==> config.mk <==
export PLATFORM = sky130hd
export DESIGN_NAME = ift_sram_req_adapter
export DESIGN_NICKNAME = d
export VERILOG_FILES = /design/src/rtl/ift_sram_pkg.sv /design/src/rtl/ift_rsp_fifo.sv /design/src/rtl/ift_sram_req_adapter.sv
export SDC_FILE = /design/constraint.sdc
export NUM_CORES = 1
export LEC_CHECK = 0
export ABC_AREA = 0
export CAP_MARGIN = 5
export CORE_AREA = 4 4 317 319
export CTS_BUF_LIST = sky130_fd_sc_hd__clkbuf_4 sky130_fd_sc_hd__clkbuf_8
export DETAILED_ROUTE_END_ITERATION = 8
export DIE_AREA = 0 0 321 323
export PLACE_DENSITY = 0.49
export SKIP_CTS_REPAIR_TIMING = 1
export SLEW_MARGIN = 20
export SYNTH_ARGS = -nofsm -noshare
export SYNTH_HDL_FRONTEND = slang
export SYNTH_SLANG_ARGS = --single-unit
==> constraint.sdc <==
create_clock -name clk_i -period 1.8 [get_ports clk_i]
set_input_delay 0.54 -clock clk_i [delete_from_list [all_inputs] [get_ports clk_i]]
set_output_delay 0.54 -clock clk_i [all_outputs]
set_load 0.005 [all_outputs]
==> src/rtl/ift_sram_pkg.sv <==
// Shared types and constants for the taint-tracking SRAM request adapter.
package ift_sram_pkg;

   localparam int unsigned SramWidth    = 64;
   localparam int unsigned RspFifoDepth = 2;

   // One buffered response; the adapter declares the same layout at its own Width.
   typedef struct packed {
      logic                 write;
      logic [SramWidth-1:0] rdata;
      logic [SramWidth-1:0] rdata_taint;
      logic                 ctrl_taint;
   } rsp_entry_t;

endpackage

==> src/rtl/ift_rsp_fifo.sv <==
// Small response FIFO; a push and a pop in the same cycle succeed even when full.
module ift_rsp_fifo
   import ift_sram_pkg::*;
#(
   parameter type         entry_t = rsp_entry_t,
   parameter int unsigned Depth   = RspFifoDepth
) (
   input  logic   clk_i,
   input  logic   rst_ni,
   input  logic   push_i,
   input  entry_t entry_i,
   input  logic   pop_i,
   output logic   valid_o,
   output entry_t head_o
);

   localparam int unsigned PtrW = (Depth > 1) ? $clog2(Depth) : 1;
   localparam int unsigned CntW = $clog2(Depth + 1);

   entry_t            mem_q [Depth];
   entry_t            mem_d [Depth];
   logic [PtrW-1:0]   wptr_q, wptr_d;
   logic [PtrW-1:0]   rptr_q, rptr_d;
   logic [CntW-1:0]   cnt_q, cnt_d;
   logic              do_push, do_pop;

   assign do_pop  = pop_i & (cnt_q != '0);
   assign do_push = push_i & ((cnt_q != CntW'(Depth)) | do_pop);
   assign valid_o = (cnt_q != '0);
   assign head_o  = valid_o ? mem_q[rptr_q] : '0;

   always_comb begin
      mem_d  = mem_q;
      wptr_d = wptr_q;
      rptr_d = rptr_q;
      cnt_d  = cnt_q;
      if (do_push) begin
         mem_d[wptr_q] = entry_i;
         wptr_d = (wptr_q == PtrW'(Depth - 1)) ? '0 : wptr_q + 1'b1;
      end
      if (do_pop) begin
         rptr_d = (rptr_q == PtrW'(Depth - 1)) ? '0 : rptr_q + 1'b1;
      end
      cnt_d = cnt_q + CntW'(do_push) - CntW'(do_pop);
   end

   always_ff @(posedge clk_i or negedge rst_ni) begin
      if (!rst_ni) begin
         mem_q  <= '{default: '0};
         wptr_q <= '0;
         rptr_q <= '0;
         cnt_q  <= '0;
      end else begin
         mem_q  <= mem_d;
         wptr_q <= wptr_d;
         rptr_q <= rptr_d;
         cnt_q  <= cnt_d;
      end
   end

endmodule

==> src/rtl/ift_sram_req_adapter.sv <==
// Valid/ready to single-cycle SRAM adapter with credit-based flow control
// and information-flow taint propagation on every port.
module ift_sram_req_adapter
   import ift_sram_pkg::*;
#(
   parameter  int unsigned Width     = SramWidth,
   parameter  int unsigned Depth     = 256,
   parameter  int unsigned NumTaints = 1,
   localparam int unsigned Aw        = $clog2(Depth),
   localparam int unsigned WB        = Width / 8,
   localparam int unsigned Ob        = $clog2(WB)
) (
   input  logic             clk_i,
   input  logic             rst_ni,
   input  logic             req_valid_i,
   input  logic             req_valid_i_taint,
   output logic             req_ready_o,
   output logic             req_ready_o_taint,
   input  logic             req_write_i,
   input  logic             req_write_i_taint,
   input  logic [63:0]      req_addr_i,
   input  logic [63:0]      req_addr_i_taint,
   input  logic [Width-1:0] req_wdata_i,
   input  logic [Width-1:0] req_wdata_i_taint,
   input  logic [WB-1:0]    req_be_i,
   input  logic [WB-1:0]    req_be_i_taint,
   output logic             rsp_valid_o,
   output logic             rsp_valid_o_taint,
   input  logic             rsp_ready_i,
   input  logic             rsp_ready_i_taint,
   output logic             rsp_write_o,
   output logic             rsp_write_o_taint,
   output logic [Width-1:0] rsp_rdata_o,
   output logic [Width-1:0] rsp_rdata_o_taint,
   output logic             sram_req_o,
   output logic             sram_req_o_taint,
   output logic             sram_write_o,
   output logic             sram_write_o_taint,
   output logic [Aw-1:0]    sram_addr_o,
   output logic [Aw-1:0]    sram_addr_o_taint,
   output logic [Width-1:0] sram_wdata_o,
   output logic [Width-1:0] sram_wdata_o_taint,
   output logic [Width-1:0] sram_wmask_o,
   output logic [Width-1:0] sram_wmask_o_taint,
   input  logic [Width-1:0] sram_rdata_i,
   input  logic [Width-1:0] sram_rdata_i_taint
);

   if (NumTaints != 1) begin : g_num_taints_check
      $error("ift_sram_req_adapter supports NumTaints == 1 only");
   end

   typedef struct packed {
      logic             write;
      logic [Width-1:0] rdata;
      logic [Width-1:0] rdata_taint;
      logic             ctrl_taint;
   } entry_t;

   logic       inflight_q, inflight_d;
   logic       infl_write_q, infl_write_d;
   logic       infl_ctrl_taint_q, infl_ctrl_taint_d;
   logic [1:0] cnt_q, cnt_d;
   logic       cnt_taint_q, cnt_taint_d;
   logic       accept, pop, ctrl_taint, unused_addr;
   entry_t     push_entry, head;

   assign pop         = rsp_valid_o & rsp_ready_i;
   assign req_ready_o = (cnt_q < 2'd2) | pop;
   assign accept      = req_valid_i & req_ready_o;

   assign sram_req_o   = accept;
   assign sram_write_o = req_write_i;
   assign sram_addr_o  = req_addr_i[Ob+Aw-1:Ob];
   assign sram_wdata_o = req_wdata_i;

   assign sram_req_o_taint   = req_valid_i_taint | req_ready_o_taint;
   assign sram_write_o_taint = req_write_i_taint;
   assign sram_addr_o_taint  = req_addr_i_taint[Ob+Aw-1:Ob];
   assign sram_wdata_o_taint = req_wdata_i_taint;

   always_comb begin
      sram_wmask_o       = '0;
      sram_wmask_o_taint = '0;
      for (int i = 0; i < int'(Width); i++) begin
         sram_wmask_o[i]       = req_be_i[i/8];
         sram_wmask_o_taint[i] = req_be_i_taint[i/8];
      end
   end

   // Word-offset and high address bits never reach the SRAM.
   assign unused_addr = ^{req_addr_i[63:Ob+Aw], req_addr_i_taint[63:Ob+Aw],
                          req_addr_i[Ob-1:0], req_addr_i_taint[Ob-1:0]};

   assign ctrl_taint = (|req_addr_i_taint[Ob+Aw-1:Ob]) | req_valid_i_taint | req_write_i_taint;

   always_comb begin
      push_entry.write       = infl_write_q;
      push_entry.ctrl_taint  = infl_ctrl_taint_q;
      push_entry.rdata       = infl_write_q ? '0 : sram_rdata_i;
      push_entry.rdata_taint = {Width{infl_ctrl_taint_q}} |
                               (infl_write_q ? '0 : sram_rdata_i_taint);
   end

   ift_rsp_fifo #(
      .entry_t (entry_t),
      .Depth   (RspFifoDepth)
   ) u_rsp_fifo (
      .clk_i   (clk_i),
      .rst_ni  (rst_ni),
      .push_i  (inflight_q),
      .entry_i (push_entry),
      .pop_i   (pop),
      .valid_o (rsp_valid_o),
      .head_o  (head)
   );

   assign rsp_write_o       = head.write;
   assign rsp_rdata_o       = head.rdata;
   assign rsp_write_o_taint = head.ctrl_taint;
   assign rsp_rdata_o_taint = head.rdata_taint;
   assign rsp_valid_o_taint = cnt_taint_q | head.ctrl_taint;
   assign req_ready_o_taint = cnt_taint_q;

   always_comb begin
      inflight_d        = accept;
      infl_write_d      = accept & req_write_i;
      infl_ctrl_taint_d = accept & ctrl_taint;
      cnt_d             = cnt_q + {1'b0, accept} - {1'b0, pop};
      cnt_taint_d       = cnt_taint_q;
      // Taint on the credit sticks until every outstanding response drains.
      if ((pop & rsp_ready_i_taint) | (accept & ctrl_taint)) begin
         cnt_taint_d = 1'b1;
      end else if (cnt_d == 2'd0) begin
         cnt_taint_d = 1'b0;
      end
   end

   always_ff @(posedge clk_i or negedge rst_ni) begin
      if (!rst_ni) begin
         inflight_q        <= 1'b0;
         infl_write_q      <= 1'b0;
         infl_ctrl_taint_q <= 1'b0;
         cnt_q             <= 2'd0;
         cnt_taint_q       <= 1'b0;
      end else begin
         inflight_q        <= inflight_d;
         infl_write_q      <= infl_write_d;
         infl_ctrl_taint_q <= infl_ctrl_taint_d;
         cnt_q             <= cnt_d;
         cnt_taint_q       <= cnt_taint_d;
      end
   end

endmodule

# After elaboration in Yosys (flattened, before gate mapping)
# Cells that the tools add are included.
# totals
out_inout_bits	410
elab_cells	62
input_bits	408
regBits	270
# op_classes
n_addsub	6
reduce_logical	5
n_mux	13
magnitude_cmp	4
n_eq_ne	1
bitwise	17
# op_table
cell	n
130-bit two-way mux	5
260-bit bitwise mux	1
130-bit demux with 1-bit select	1
64-bit two-way mux	2
64-bit bitwise OR	1
8-bit OR reduction	1
1-bit AND	7
1-bit bitwise OR	7
2-bit by 1-bit adder with 2-bit output	2
2-bit greater-or-equal comparator (second input constant)	2
1-bit two-way mux	4
1-bit inverter with 2-bit output	2
2-bit nonzero test	2
2-bit by 1-bit subtractor with 2-bit output	2
1-bit adder (second input constant)	2
2-bit logical NOT	1
2-bit by 1-bit < comparator with 1-bit output (second input constant)	1
2-bit < comparator (second input constant)	1
2-bit != test (second input constant)	1
1-bit logical AND	1

# Depth between registers and ports, before layout
# logic_depth
depth_word	9
mapped_depth	7
depth_no_buf	7

# By module
# Synthesis repeated with hierarchy kept, for this count alone.
# unflattened
cells_unflattened	1305
area_unflattened_um2	16014.1
# modules_own_cells
module	seq_area_each_um2	area_per_inst_um2	cells_per_inst	instances
ift_rsp_fifo	6606.3	12688.4	857	1
ift_sram_req_adapter	150.1	3325.7	448	1

# Worst setup path after synthesis
# No wires, ideal clock.
# synth_path
kind	input port to flip-flop
from	input rsp_ready_i
to	register cnt_taint_q (netlist: req_ready_o_taint)
arrival_ns	1.838
n_path_buf	0
stages	6
setup_time_ns	0.121
slack_ns	-0.160
required_ns	1.679
path_cell_list	o21ai_1 > inv_1 > ha_1 > or4_1 > nand4_1 > nand2_1
# synth_between
elab_chain_cells	7
word_cells_on_any_way	11
classes_between	add/sub: 2; mux: 1; bitwise: 6; reduce/logical: 2
# synth_rtl
element	line	rtl
from (decl)	ift_sram_req_adapter.sv:29	input logic rsp_ready_i,
1-bit AND (*)	ift_sram_req_adapter.sv:68	assign pop = rsp_valid_o & rsp_ready_i;
1-bit bitwise OR	ift_sram_req_adapter.sv:69	assign req_ready_o = (cnt_q < 2'd2) | pop;
1-bit AND	ift_sram_req_adapter.sv:70	assign accept = req_valid_i & req_ready_o;
2-bit by 1-bit adder with 2-bit output	ift_sram_req_adapter.sv:129	cnt_d = cnt_q + {1'b0, accept} - {1'b0, pop};
2-bit by 1-bit subtractor with 2-bit output	ift_sram_req_adapter.sv:129	
2-bit logical NOT	ift_sram_req_adapter.sv:134	end else if (cnt_d == 2'd0) begin
2-bit nonzero test (no line)	-	
to (signal assigned)	ift_sram_req_adapter.sv:151	cnt_taint_q <= cnt_taint_d;
to (decl)	ift_sram_req_adapter.sv:64	logic cnt_taint_q, cnt_taint_d;
# Every way passes the cells marked *; elsewhere a longest branch is shown, timed or not.
# A chain may end at the register's enable or synchronous reset.

# Worst setup path after layout
# layout_path
from	register u_rsp_fifo.rptr_q
to	output rsp_rdata_o_taint[57]
# layout_between
elab_chain_cells	5
# layout_rtl
element	line	rtl
from (decl)	ift_rsp_fifo.sv:23	logic [PtrW-1:0] rptr_q, rptr_d;
from (signal assigned)	ift_rsp_fifo.sv:56	rptr_q <= rptr_d;
1-bit inverter with 2-bit output (implied by the code)	ift_rsp_fifo.sv:30	assign head_o = valid_o ? mem_q[rptr_q] : '0;
130-bit two-way mux (implied by the code) (3 in a row)	ift_rsp_fifo.sv:30	
130-bit two-way mux	ift_rsp_fifo.sv:30	
to (decl)	ift_sram_req_adapter.sv:34	output logic [Width-1:0] rsp_rdata_o_taint,
# Every way passes these cells. The select of a mux whose other input is x is not followed.

==> results.cfg <==
[routing]
wl_per_cell_um = 15.2
drc = 0
routed_wl_um = 46200
vias_per_cell = 3.49
drt_pass1_iterations = 4
drt_first_iter_violations = 445
vias = 10600
antenna_left = 0

[cts]
cts_tree = yes
clock_latency_ns = 0.63
htree_levels = 2
cts-root-buf = clkbuf_8
cts.sinks = 270
clkTransAtPathRegs_ns = 0.06
numCtsBuffers = 51
clockBufferDepth = 3

[place]
post-dp-hpwl_um = 34500
portBuffers = 289
dp_cells = 2927
globalplace.congestion = 0.735
post_dp_cell_area_um2 = 17600
dp_slack_ns = -0.635

[power]
powerDensity_nw_per_um2 = 1730
p_leak_uw = 0.00974
vdd_ir_drop_max_v = 0.000704

[outcome]
outcome = finished with violations
violations = setup timing

[critical_path]
path_cells = buf_12, buf_4, buf_16, buf_4, mux2i_2, nor2_1, buf_2
path_class = flop to primary output
critPathMaxStageDelay_ns = 0.50
endpoint_kind = primary output
path_common_cell = buf_4
start_kind = flop
cp_max_fo = 13
crit_arrival_ns = 2.21
cp_top_family = buffers and inverters
crit_buf_inv = 5
slowest_stage = dfrtp_4
required_ns = 1.26

[timing]
period_needed_ns = 2.75
max_freq_mhz = 364
worstMarginPinSlew_ns = 0.499
skew_ns = 0.0181
hold_violations = 0
final.period_utilization_pct = 153
grt_setup_unrepaired = yes
final-setup-viol-count = 150
fin_ws_ns = -0.949
slew_violations = 0
relSlewSlack_pct = 66.7
hold_slack_ns = 0.336

[logic_synthesis]
synth_cell_types = 33
syn_avg_cell_area_um2 = 8.98
ys.flop_type = dfrtp_1
synthTopCellsByCount = nand2_1 (325), buf_4 (275), dfrtp_1 (270)
synth_cells = 1600
synth_area_leaders = dfrtp_1 (47%), buf_4 (14%), mux2i_1 (9.1%), nand2_1 (8.5%), o21ai_0 (5.0%)
synth_warnings = 0
yosysTopAreaCell = dfrtp_1
synth.most_common_cell = nand2_1
synthArstFlopShare_pct = 100
mappedNetlistNets = 2011
netlist_area_um2 = 14400
yosysSeqAreaShare_pct = 47.0
synthDominantCellAreaShare_pct = 47.0
synth_edf_count = 0
yosys_register_bits = 270

[grt]
gr-total-overflow = 0
grt_usage_pct = 8.51
grt_pass1_wl_um = 68100
grt_max_degree = 67
grt_pass1_vias = 11300
antenna_found_initial = 3

[layout]
drive_above_1_share_pct = 18.8
area_delta_synth_final_pct = 33.4
fillerInstances = 10900
stdcell_count = 3036
final_area_um2 = 19200
num-nets-final = 2120

[floorplan]
num_rows = 115
die_y_um = 323
die_w_um = 321
core_region_area_um2 = 97800
ios = 818
dieArea_um2 = 104000
start_util_pct = 14.7

[min_path]
hp-class = input pin to async pin

[run]
maxCapViolations = 0
==> sequential cells by signal, indices dropped and copies added, names as in the netlist <==
name               flops
u_rsp_fifo.rptr_q      1
u_rsp_fifo.mem_q     260
infl_write_q           1
cnt_q                  2
u_rsp_fifo.cnt_q       2
infl_ctrl_taint_q      1
u_rsp_fifo.wptr_q      1
req_ready_o_taint      1
inflight_q             1
==> layout by cell type (no fill, tap or decap), types with 2 or more instances in the layout <==
cell             instances
o21ai_0                145
nor2_4                   2
diode_2                  2
buf_2                   15
ha_1                     2
clkbuf_16                3
nor4_1                   2
inv_1                    6
clkbuf_2                21
clkbuf_4                20
clkinv_2                 6
mux2i_4                  4
a21oi_1                 65
or2_2                    2
buf_4                   96
buf_8                    3
dlymetal6s2s_1          92
xnor2_1                  6
and2_1                   3
nor2_1                 125
clkbuf_8                62
buf_6                   16
clkdlybuf4s50_1        157
buf_12                  32
mux2i_2                 26
nor2_2                   6
mux2i_1                100
mux2_2                   2
clkinvlp_4               2
nand2_1                325
dfrtp_1                268
o21ai_1                113
==> power breakdown <==
part           internal, µW  switching (µW)
Combinational          8500            8070
Sequential             8930            1540
Clock                  3520            2670
Total                 20900           12300
==> logic make-up (layout without fill, tap and decap cells) <==
group	count (synthesis)	in the layout	share of synthesized area [%]
flip-flops	270	270	47.0
AND/OR/NAND/NOR	473	473	12.8
other	0	2	0
XOR/XNOR	7	7	0.427
buffers and inverters	388	535	18.9
multiplexers	132	132	9.21
adder cells (fa/ha/maj)	3	3	0.261
AO/OA/AOI/OAI	327	327	11.4
==> final cells by class <==
class                      count  area [µm²]  area share (%)
tap                         1287        1610            8.40
clock inverter                 9        56.3           0.294
multi-input combinational    942        5110            26.6
inverter                       7        28.8           0.150
sequential                   270        6760            35.3
antenna                        2        5.00          0.0261
timing repair buffer         437        4600            24.0
clock buffer                  82        1000            5.23
==> layer usage <==
layer	vias to the layer above	share of wire [%]	GRT usage, %
met4	6	3.7	3.78
met2	439	43	12.9
met3	136	11	4.30
met1	4819	42	10.0
met5	-	0.32	0.998
li1	5198	-	-
==> through the flow <==
stage	total power, µW	setup TNS, ns	utilization, %
after floorplan	18700	-0.481	-
after global placement	27000	-178.72	18.0
after detailed placement	27200	-181.41	18.0
after CTS	33700	-159.06	19.1
after global routing	36200	-120.04	19.6
final	33200	-90.50	19.6
==> final timing paths <==
path / from / endpoint / slack, ns / depth (start not counted)
worst max-delay path: u_rsp_fifo.rptr_q / rsp_rdata_o_taint[57] / -0.95 / 7
worst min-delay path: rst_ni / u_rsp_fifo.mem_q[60] / 0.34 / 2
worst max register to register: u_rsp_fifo.cnt_q[0] / req_ready_o_taint / -0.14 / 8
worst min register to register: u_rsp_fifo.mem_q[154] / u_rsp_fifo.mem_q[154] / 0.48 / 2
max in group asynchronous: rst_ni / u_rsp_fifo.mem_q[207] / 0.74 / 4
min in group clk_i: sram_rdata_i[37] / u_rsp_fifo.mem_q[102] / 0.47 / 3
Power figures use the tool's default switching activity.
